File: src/rtl/xadc_drp_sequencer.sv
// Owns the XADC DRP port: reads each enabled channel's result on end-of-conversion
// and slots host configuration writes in between reads, one DRP transaction at a time.
module xadc_drp_sequencer #(
  parameter logic [31:0] CH_MASK        = 32'h0040_0000,
  parameter int          TIMEOUT_CYCLES = 64
) (
  input  logic        clk_i,
  input  logic        reset_ni,
  input  logic        eoc_i,
  input  logic [4:0]  channel_i,
  input  logic        cfg_req_i,
  input  logic [6:0]  cfg_addr_i,
  input  logic [15:0] cfg_data_i,
  output logic        cfg_ack_o,
  output logic        drp_den_o,
  output logic        drp_dwe_o,
  output logic [6:0]  drp_daddr_o,
  output logic [15:0] drp_di_o,
  input  logic        drp_drdy_i,
  input  logic [15:0] drp_do_i,
  output logic        sample_valid_o,
  output logic [4:0]  sample_chan_o,
  output logic [11:0] sample_data_o,
  output logic        busy_o,
  output logic        overrun_o,
  output logic        timeout_o
);

  localparam int CW = (TIMEOUT_CYCLES > 2) ? $clog2(TIMEOUT_CYCLES) : 1;

  typedef enum logic [1:0] {IDLE, RD_WAIT, WR_WAIT} state_t;

  state_t          state;
  logic            pending;
  logic [4:0]      pend_chan;
  logic [CW-1:0]   cnt;

  logic            eoc_hit, rd_go, wr_go, cnt_last;
  logic [4:0]      rd_chan;

  // A fresh eoc seen in IDLE is issued straight away so den follows eoc by one cycle;
  // an older pending request always goes first.
  assign eoc_hit  = eoc_i & CH_MASK[channel_i];
  assign rd_go    = (state == IDLE) && (pending || eoc_hit);
  assign rd_chan  = pending ? pend_chan : channel_i;
  // The ack cycle is excluded so a host that drops its request on seeing ack is not served twice.
  assign wr_go    = (state == IDLE) && !pending && !eoc_hit && cfg_req_i && !cfg_ack_o;
  assign cnt_last = (cnt == CW'(TIMEOUT_CYCLES - 1));
  assign busy_o   = (state != IDLE);

  always_ff @(posedge clk_i or negedge reset_ni) begin
    if (!reset_ni) begin
      state          <= IDLE;
      pending        <= 1'b0;
      pend_chan      <= '0;
      cnt            <= '0;
      cfg_ack_o      <= 1'b0;
      drp_den_o      <= 1'b0;
      drp_dwe_o      <= 1'b0;
      drp_daddr_o    <= '0;
      drp_di_o       <= '0;
      sample_valid_o <= 1'b0;
      sample_chan_o  <= '0;
      sample_data_o  <= '0;
      overrun_o      <= 1'b0;
      timeout_o      <= 1'b0;
    end else begin
      drp_den_o      <= 1'b0;
      drp_dwe_o      <= 1'b0;
      sample_valid_o <= 1'b0;
      cfg_ack_o      <= 1'b0;

      if (rd_go) begin
        // Consuming the pending slot: a same-cycle eoc refills it without counting as overrun.
        pending <= pending & eoc_hit;
        if (pending && eoc_hit) pend_chan <= channel_i;
      end else if (eoc_hit) begin
        pending   <= 1'b1;
        pend_chan <= channel_i;
        if (pending) overrun_o <= 1'b1;
      end

      case (state)
        IDLE: begin
          if (rd_go) begin
            drp_den_o   <= 1'b1;
            drp_daddr_o <= {2'b00, rd_chan};
            cnt         <= '0;
            state       <= RD_WAIT;
          end else if (wr_go) begin
            drp_den_o   <= 1'b1;
            drp_dwe_o   <= 1'b1;
            drp_daddr_o <= cfg_addr_i;
            drp_di_o    <= cfg_data_i;
            cnt         <= '0;
            state       <= WR_WAIT;
          end
        end
        RD_WAIT: begin
          if (drp_drdy_i) begin
            sample_valid_o <= 1'b1;
            sample_chan_o  <= drp_daddr_o[4:0];
            sample_data_o  <= drp_do_i[15:4];
            state          <= IDLE;
          end else if (cnt_last) begin
            timeout_o <= 1'b1;
            state     <= IDLE;
          end else begin
            cnt <= cnt + CW'(1);
          end
        end
        WR_WAIT: begin
          // The host gets its ack whether the write landed or was abandoned.
          if (drp_drdy_i || cnt_last) begin
            cfg_ack_o <= 1'b1;
            if (!drp_drdy_i) timeout_o <= 1'b1;
            state <= IDLE;
          end else begin
            cnt <= cnt + CW'(1);
          end
        end
        default: state <= IDLE;
      endcase
    end
  end

endmodule
File: config.mk
export PLATFORM = sky130hd
export DESIGN_NAME = xadc_drp_sequencer
export DESIGN_NICKNAME = d
export VERILOG_FILES = /design/src/rtl/xadc_drp_sequencer.sv
export SDC_FILE = /design/constraint.sdc
export NUM_CORES = 1
export LEC_CHECK = 0
export BUFFER_PORTS_ARGS = -buffer_cell sky130_fd_sc_hd__clkbuf_2
export CELL_PAD_IN_SITES_DETAIL_PLACEMENT = 1
export CELL_PAD_IN_SITES_GLOBAL_PLACEMENT = 1
export CORE_MARGIN = 2
export CORE_UTILIZATION = 38
export DETAILED_ROUTE_END_ITERATION = 8
export GPL_ROUTABILITY_DRIVEN = 0
export PLACE_DENSITY = 0.89
export SLEW_MARGIN = 20
export SYNTH_ARGS = -nofsm -noshare
export SYNTH_HDL_FRONTEND = slang
export SYNTH_SLANG_ARGS = --single-unit
File: constraint.sdc
create_clock -name clk_i -period 2.3 [get_ports clk_i]
set_input_delay 0.115 -clock clk_i [delete_from_list [all_inputs] [get_ports clk_i]]
set_output_delay 0.115 -clock clk_i [all_outputs]
set_load 0.005 [all_outputs]
* Yosys cells after proc, flatten, opt, wreduce, memory -nomap -nowiden
Memories as Yosys holds them, arrays and structs flattened.
Index checks and enable logic that the tools add are counted.
** Operators by class
- Reduce and logical (&&, ||, !) cells :: 25
- Equal/unequal tests :: 12
- $add $sub $neg :: 1
- Bitwise operators :: 3
- Order comparisons :: 1
- Multiplexer cells :: 35
** Operators by type and width (number)
- 6-bit two-way mux :: 5
- 5-bit two-way mux :: 4
- 6-bit case mux with 3 select lines :: 1
- 1-bit two-way mux :: 16
- 7-bit two-way mux :: 2
- 2-bit != test (second input constant) :: 6
- 2-bit two-way mux :: 5
- 5-bit AND reduction :: 2
- 3-bit AND reduction :: 3
- 2-bit nonzero test :: 4
- 6-bit by 1-bit adder with 6-bit output (second input constant) :: 1
- 6-bit == test (second input constant) :: 1
- 1-bit logical AND :: 6
- 5-bit by 6-bit < comparator with 1-bit output (second input constant) :: 1
- 3-bit != test (second input constant) :: 2
- 2-bit case mux with 3 select lines :: 1
- 2-bit AND reduction :: 3
- 1-bit zero test :: 3
- 3-bit nonzero test :: 1
- 1-bit AND :: 2
- 2-bit by 1-bit == test with 1-bit output (second input constant) :: 1
- 2-bit == test (second input constant) :: 1
- 2-bit zero test :: 1
- 1-bit logical OR :: 2
- other kinds (3) :: 3
** Word-level totals
- Memories :: 1
- Register bits after elaboration :: 60
- Word-level logic and storage cells :: 92
- ROM bits :: 32
** Memory list
- (no name shown) :: words 32, bits a word 1, read ports 1, clocked after Yosys merged registers in 0, write ports 0, line 43 : assign eoc_hit = eoc_i & CH_MASK[channel_i];

* Longest topological paths before layout
- Depth after elaboration :: 10
- Depth in mapped cells :: 7
- Gate-level depth less buffers :: 6

* Worst setup path before layout
No wires, ideal clock.
- Path kind :: flip-flop to flip-flop
- Start point :: register state[0]
- End point :: register drp_di_o[10]
- Cell stages (with the launch flop) :: 8
- Slack :: 0.605 ns
- Data arrival time :: 1.570 ns
- Period minus slack after synthesis :: 1.695 ns
- Setup time :: 0.125 ns
- Cell sequence :: dfrtp_1 > inv_1 > ha_1 > nand2b_2 > a21oi_4 > nand2_4 > buf_8 > mux2_4
** On the way
- Word-level cells in the longest chain between the ends :: 6
- Elaborated cells between the ends (all ways) :: 8
** Ends and longest elaborated chain
- start: declaration :: line 33 : state_t state;
- start signal: assignment :: line 53 : state <= IDLE;
- start signal: assignment :: line 89 : state <= RD_WAIT;
- start signal: assignment :: line 96 : state <= WR_WAIT;
- 2-bit zero test (*) :: line 44, 47, 83
- 1-bit logical AND (4 in a row) :: line 47 : assign wr_go = (state == IDLE) && !pending && !eoc_hit && cfg_req_i && !cfg_ack_o;
- 3-bit AND reduction (no line) (*)
- end signal: assignment :: line 94 : drp_di_o <= cfg_data_i;
- end: declaration :: line 18 : output logic [15:0] drp_di_o,
Mark *: on every way between the ends. The rest lies on a longest branch, timed or not.
A chain may end at the register's enable or synchronous reset.

* Final worst setup path
- Start point :: register state[0]
- End point :: register cnt[3]
** On the way
- Word-level cells in the longest chain between the ends :: 7
- Elaborated cells between the ends (all ways) :: 16
** Ends and longest elaborated chain
- 2-bit zero test :: line 44, 47, 83
- 1-bit logical AND (4 in a row) :: line 47
- 3-bit != test (no line)
- 5-bit AND reduction (no line)
- end signal: assignment :: line 109 : cnt <= cnt + CW'(1);
- end signal: assignment :: line 119 : cnt <= cnt + CW'(1);
- end: declaration :: line 36 : logic [CW-1:0] cnt;
Parallel ways exist; a longest one is shown, timed or not.

==> results.yml <==
clocking:
  cts_tree: "done"
  clock_tree.buffer_depth: 2
  cts_hold_buf: 5
  clock-sinks: 60
  cts-root-buf: "clkbuf_8"
  clkTransAtPathRegs_ps: 70
  cts_made_buffers: 9
  clk_latency_ps: 340
  htreeDepth: 3
  cts_setup_buffers: 0
  cts_resized: 0
critical_path:
  slowest_delay_ps: 450
  arrival_ps: 2240
  required_ps: 2530
  path_class: "flip-flop to flip-flop"
  path_buf_inv: 1
  ff2ff_setup_slack_ps: 290
  crit_path_top_delay_cell: "a211oi_2"
  critical_path.top_delay_family: "compound AO/OA/AOI/OAI gates"
  critPathLaunchType: "flip-flop"
  crit_chain: "inv_1, ha_1, nand2b_2, a211oi_2, nor2_1, a32o_1"
  worstSetupEndpointType: "flip-flop"
  crit_fanout: 8
synthesis:
  yosys_most_used_dff: "dfrtp_1"
  syn-instance-count: 200
  synth_edf_count: 0
  synth-seq-cells: 60
  synthDistinctLibCells: 43
  postSynth.asyncResetShare_pct: 100
  syn_nets: 254
  syn_area_per_cell_um2: 13.3
  syn_area_um2: 2660
  ys.warnings.count: 0
  seq_area_frac_synth_pct: 56.4
routing:
  antenna_left: 0
  via_per_inst: 5.02
  drt-total-wl_mm: 7.59
  vias: 2034
  wire_per_inst_um: 18.7
  drtIter0Drc: 111
  dr.pass1.iters: 4
  remaining_drc_errors: 0
run:
  drv_cap: 0
timing:
  slew_violations: 0
  fin_crit_sh_pct: 87.4
  timing.final.hold_violations: 0
  min_period_ps: 2010
  hold_ws_ps: 14.7
  max_freq_mhz: 497
  rsz0062_at_grt: "no"
  setup_viol: 0
  fin_worst_skew_ps: 12.4
  finalSetupTns_ps: 0
  worst-slew-pin-transition_ps: 767
  slew_headroom_pct: 48.8
global_routing:
  gr-usage-met1_pct: 22.7
  busiest_layer: "met2"
  antenna_found_initial: 0
  grt_util_met2_pct: 37.8
  grt_pass1_vias: 2286
  grt_overflow: 0
  grt_max_degree: 61
  grt_pass1_wl_mm: 11.8
  grt_use_total_pct: 20.6
  use_met3_pct: 5.09
floorplan:
  row_count: 30
  fp.coreArea_um2: 6790
  die_area_um2: 7690
  die_w_um: 87.7
  ioPinCount: 96
  die-height_um: 87.7
  start_util_pct: 39.2
pwr:
  p_leak_uw: 0.00185
  p_per_area_nw_per_um2: 1290
  ir_drop_mv: 0.620
  power_uw: 4560
place:
  place_area_um2: 3210
  dp_hpwl_mm: 5.43
  port_buffers: 91
layout:
  area_growth_pct: 32.9
  finalInstanceArea_um2: 3540
  utilization_pct: 52.1
  diodes: 0
  nNetsFinal: 358
  drive_above_1_share_pct: 50.5
  num-fill-cells: 738
outcome:
  outcome: "finished clean"
min_path:
  hp-class: "primary input to flip-flop"
## area by class of cell
class	count	area [um^2]	share of cell area, %
repair buffers	100	538	15.2
clock inverters	3	90.1	2.55
well taps	96	120	3.39
inverters	11	43.8	1.24
multi-input cells	122	1070	30.1
clock buffers	13	179	5.06
flip-flops and latches	60	1500	42.4
## layout by cell type, fill, tap and decap left out, types with 2 or more instances in the layout
| cell type | netlist | final |
|---|---|---|
| o21ai_1 | 2 | 2 |
| ha_1 | 5 | 5 |
| o31ai_1 | 6 | 6 |
| dlygate4sd3_1 | 0 | 6 |
| dfrtp_1 | 60 | 60 |
| mux2_4 | 12 | 12 |
| a32oi_1 | 2 | 2 |
| a21oi_1 | 3 | 3 |
| clkbuf_8 | 0 | 13 |
| o21ai_0 | 13 | 13 |
| nand4_1 | 3 | 3 |
| nand2b_1 | 5 | 5 |
| nand2_1 | 12 | 12 |
| mux2_2 | 23 | 23 |
| clkbuf_2 | 0 | 91 |
| bufinv_16 | 0 | 3 |
| and2_1 | 5 | 5 |
| nor2b_1 | 2 | 2 |
| buf_4 | 0 | 3 |
| o21a_1 | 2 | 2 |
| inv_1 | 10 | 10 |
| a21oi_4 | 2 | 2 |
| nand3_1 | 4 | 4 |
| nor2_1 | 3 | 3 |
## cells in the mapped netlist (2+ instances only)
| cell | number | area [um^2] |
|---|---|---|
| clkbuf_1 | 2 | 7.51 |
| dfrtp_1 | 60 | 1500 |
| nor2_1 | 3 | 11.3 |
| a32oi_1 | 2 | 17.5 |
| a21oi_4 | 2 | 32.5 |
| inv_1 | 10 | 37.5 |
| and2_1 | 5 | 31.3 |
| nand4_1 | 3 | 18.8 |
| nand2_1 | 12 | 45.0 |
| o21ai_0 | 13 | 65.1 |
| o31ai_1 | 6 | 45.0 |
| buf_2 | 2 | 10.0 |
| a21oi_1 | 3 | 15.0 |
| o21ai_1 | 2 | 10.0 |
| mux2_2 | 23 | 259 |
| mux2_4 | 12 | 180 |
| o21a_1 | 2 | 15.0 |
| nand3_1 | 4 | 20.0 |
| nand2b_1 | 5 | 31.3 |
| nor2b_1 | 2 | 12.5 |
| ha_1 | 5 | 62.6 |
## registers in the layout, summed over array words and instances (netlist names), 2 cells and up
signal	flops
drp_di_o	16
sample_data_o	12
drp_daddr_o	7
cnt	6
pend_chan	5
sample_chan_o	5
state	2
## path summary, 6_finish.rpt
| kind | start | endpoint | depth (start not counted) |
|---|---|---|---|
| min reg2reg | pend_chan[4] | pend_chan[4] | 1 |
| max reg2reg | state[0] | cnt[3] | 6 |
| min in group asynchronous | reset_ni | drp_di_o[9] | 3 |
| max in group asynchronous | reset_ni | drp_di_o[1] | 3 |
| max | state[0] | cnt[3] | 6 |
| min | cfg_data_i[11] | drp_di_o[11] | 2 |
## stage by stage
step	std cells	setup WS (ps)
after global placement	383	406
after CTS	404	298
after floorplan	200	605
final	405	290
after detailed placement	383	318
after global routing	405	99.2
## kinds of logic (layout without fill, tap and decap cells)
kind of cell               after synthesis  in the layout  synth area share [%]
adders and majority gates                5              5                  2.35
buffers and inverters                   18            127                  3.57
DFF                                     60             60                  56.4
AOI/OAI and AO/OA                       43             43                  13.1
muxes                                   35             35                  16.5
and+or+nand+nor                         39             39                  8.08
## report_power, final
part | internal [uW] | total [uW] | switching [uW]
logic | 807 | 1550 | 743
registers | 1470 | 1750 | 280
clock network | 839 | 1260 | 418
## metal layers
| metal | vias to the layer above | share of wire (%) |
|---|---|---|
| li1 | 916 | - |
| met1 | 1029 | 38 |
| met2 | 71 | 56 |
| met3 | 18 | 4.1 |
| met4 | 0 | 2.4 |
| met5 | - | 0 |
(Power assumes the default switching activity.)
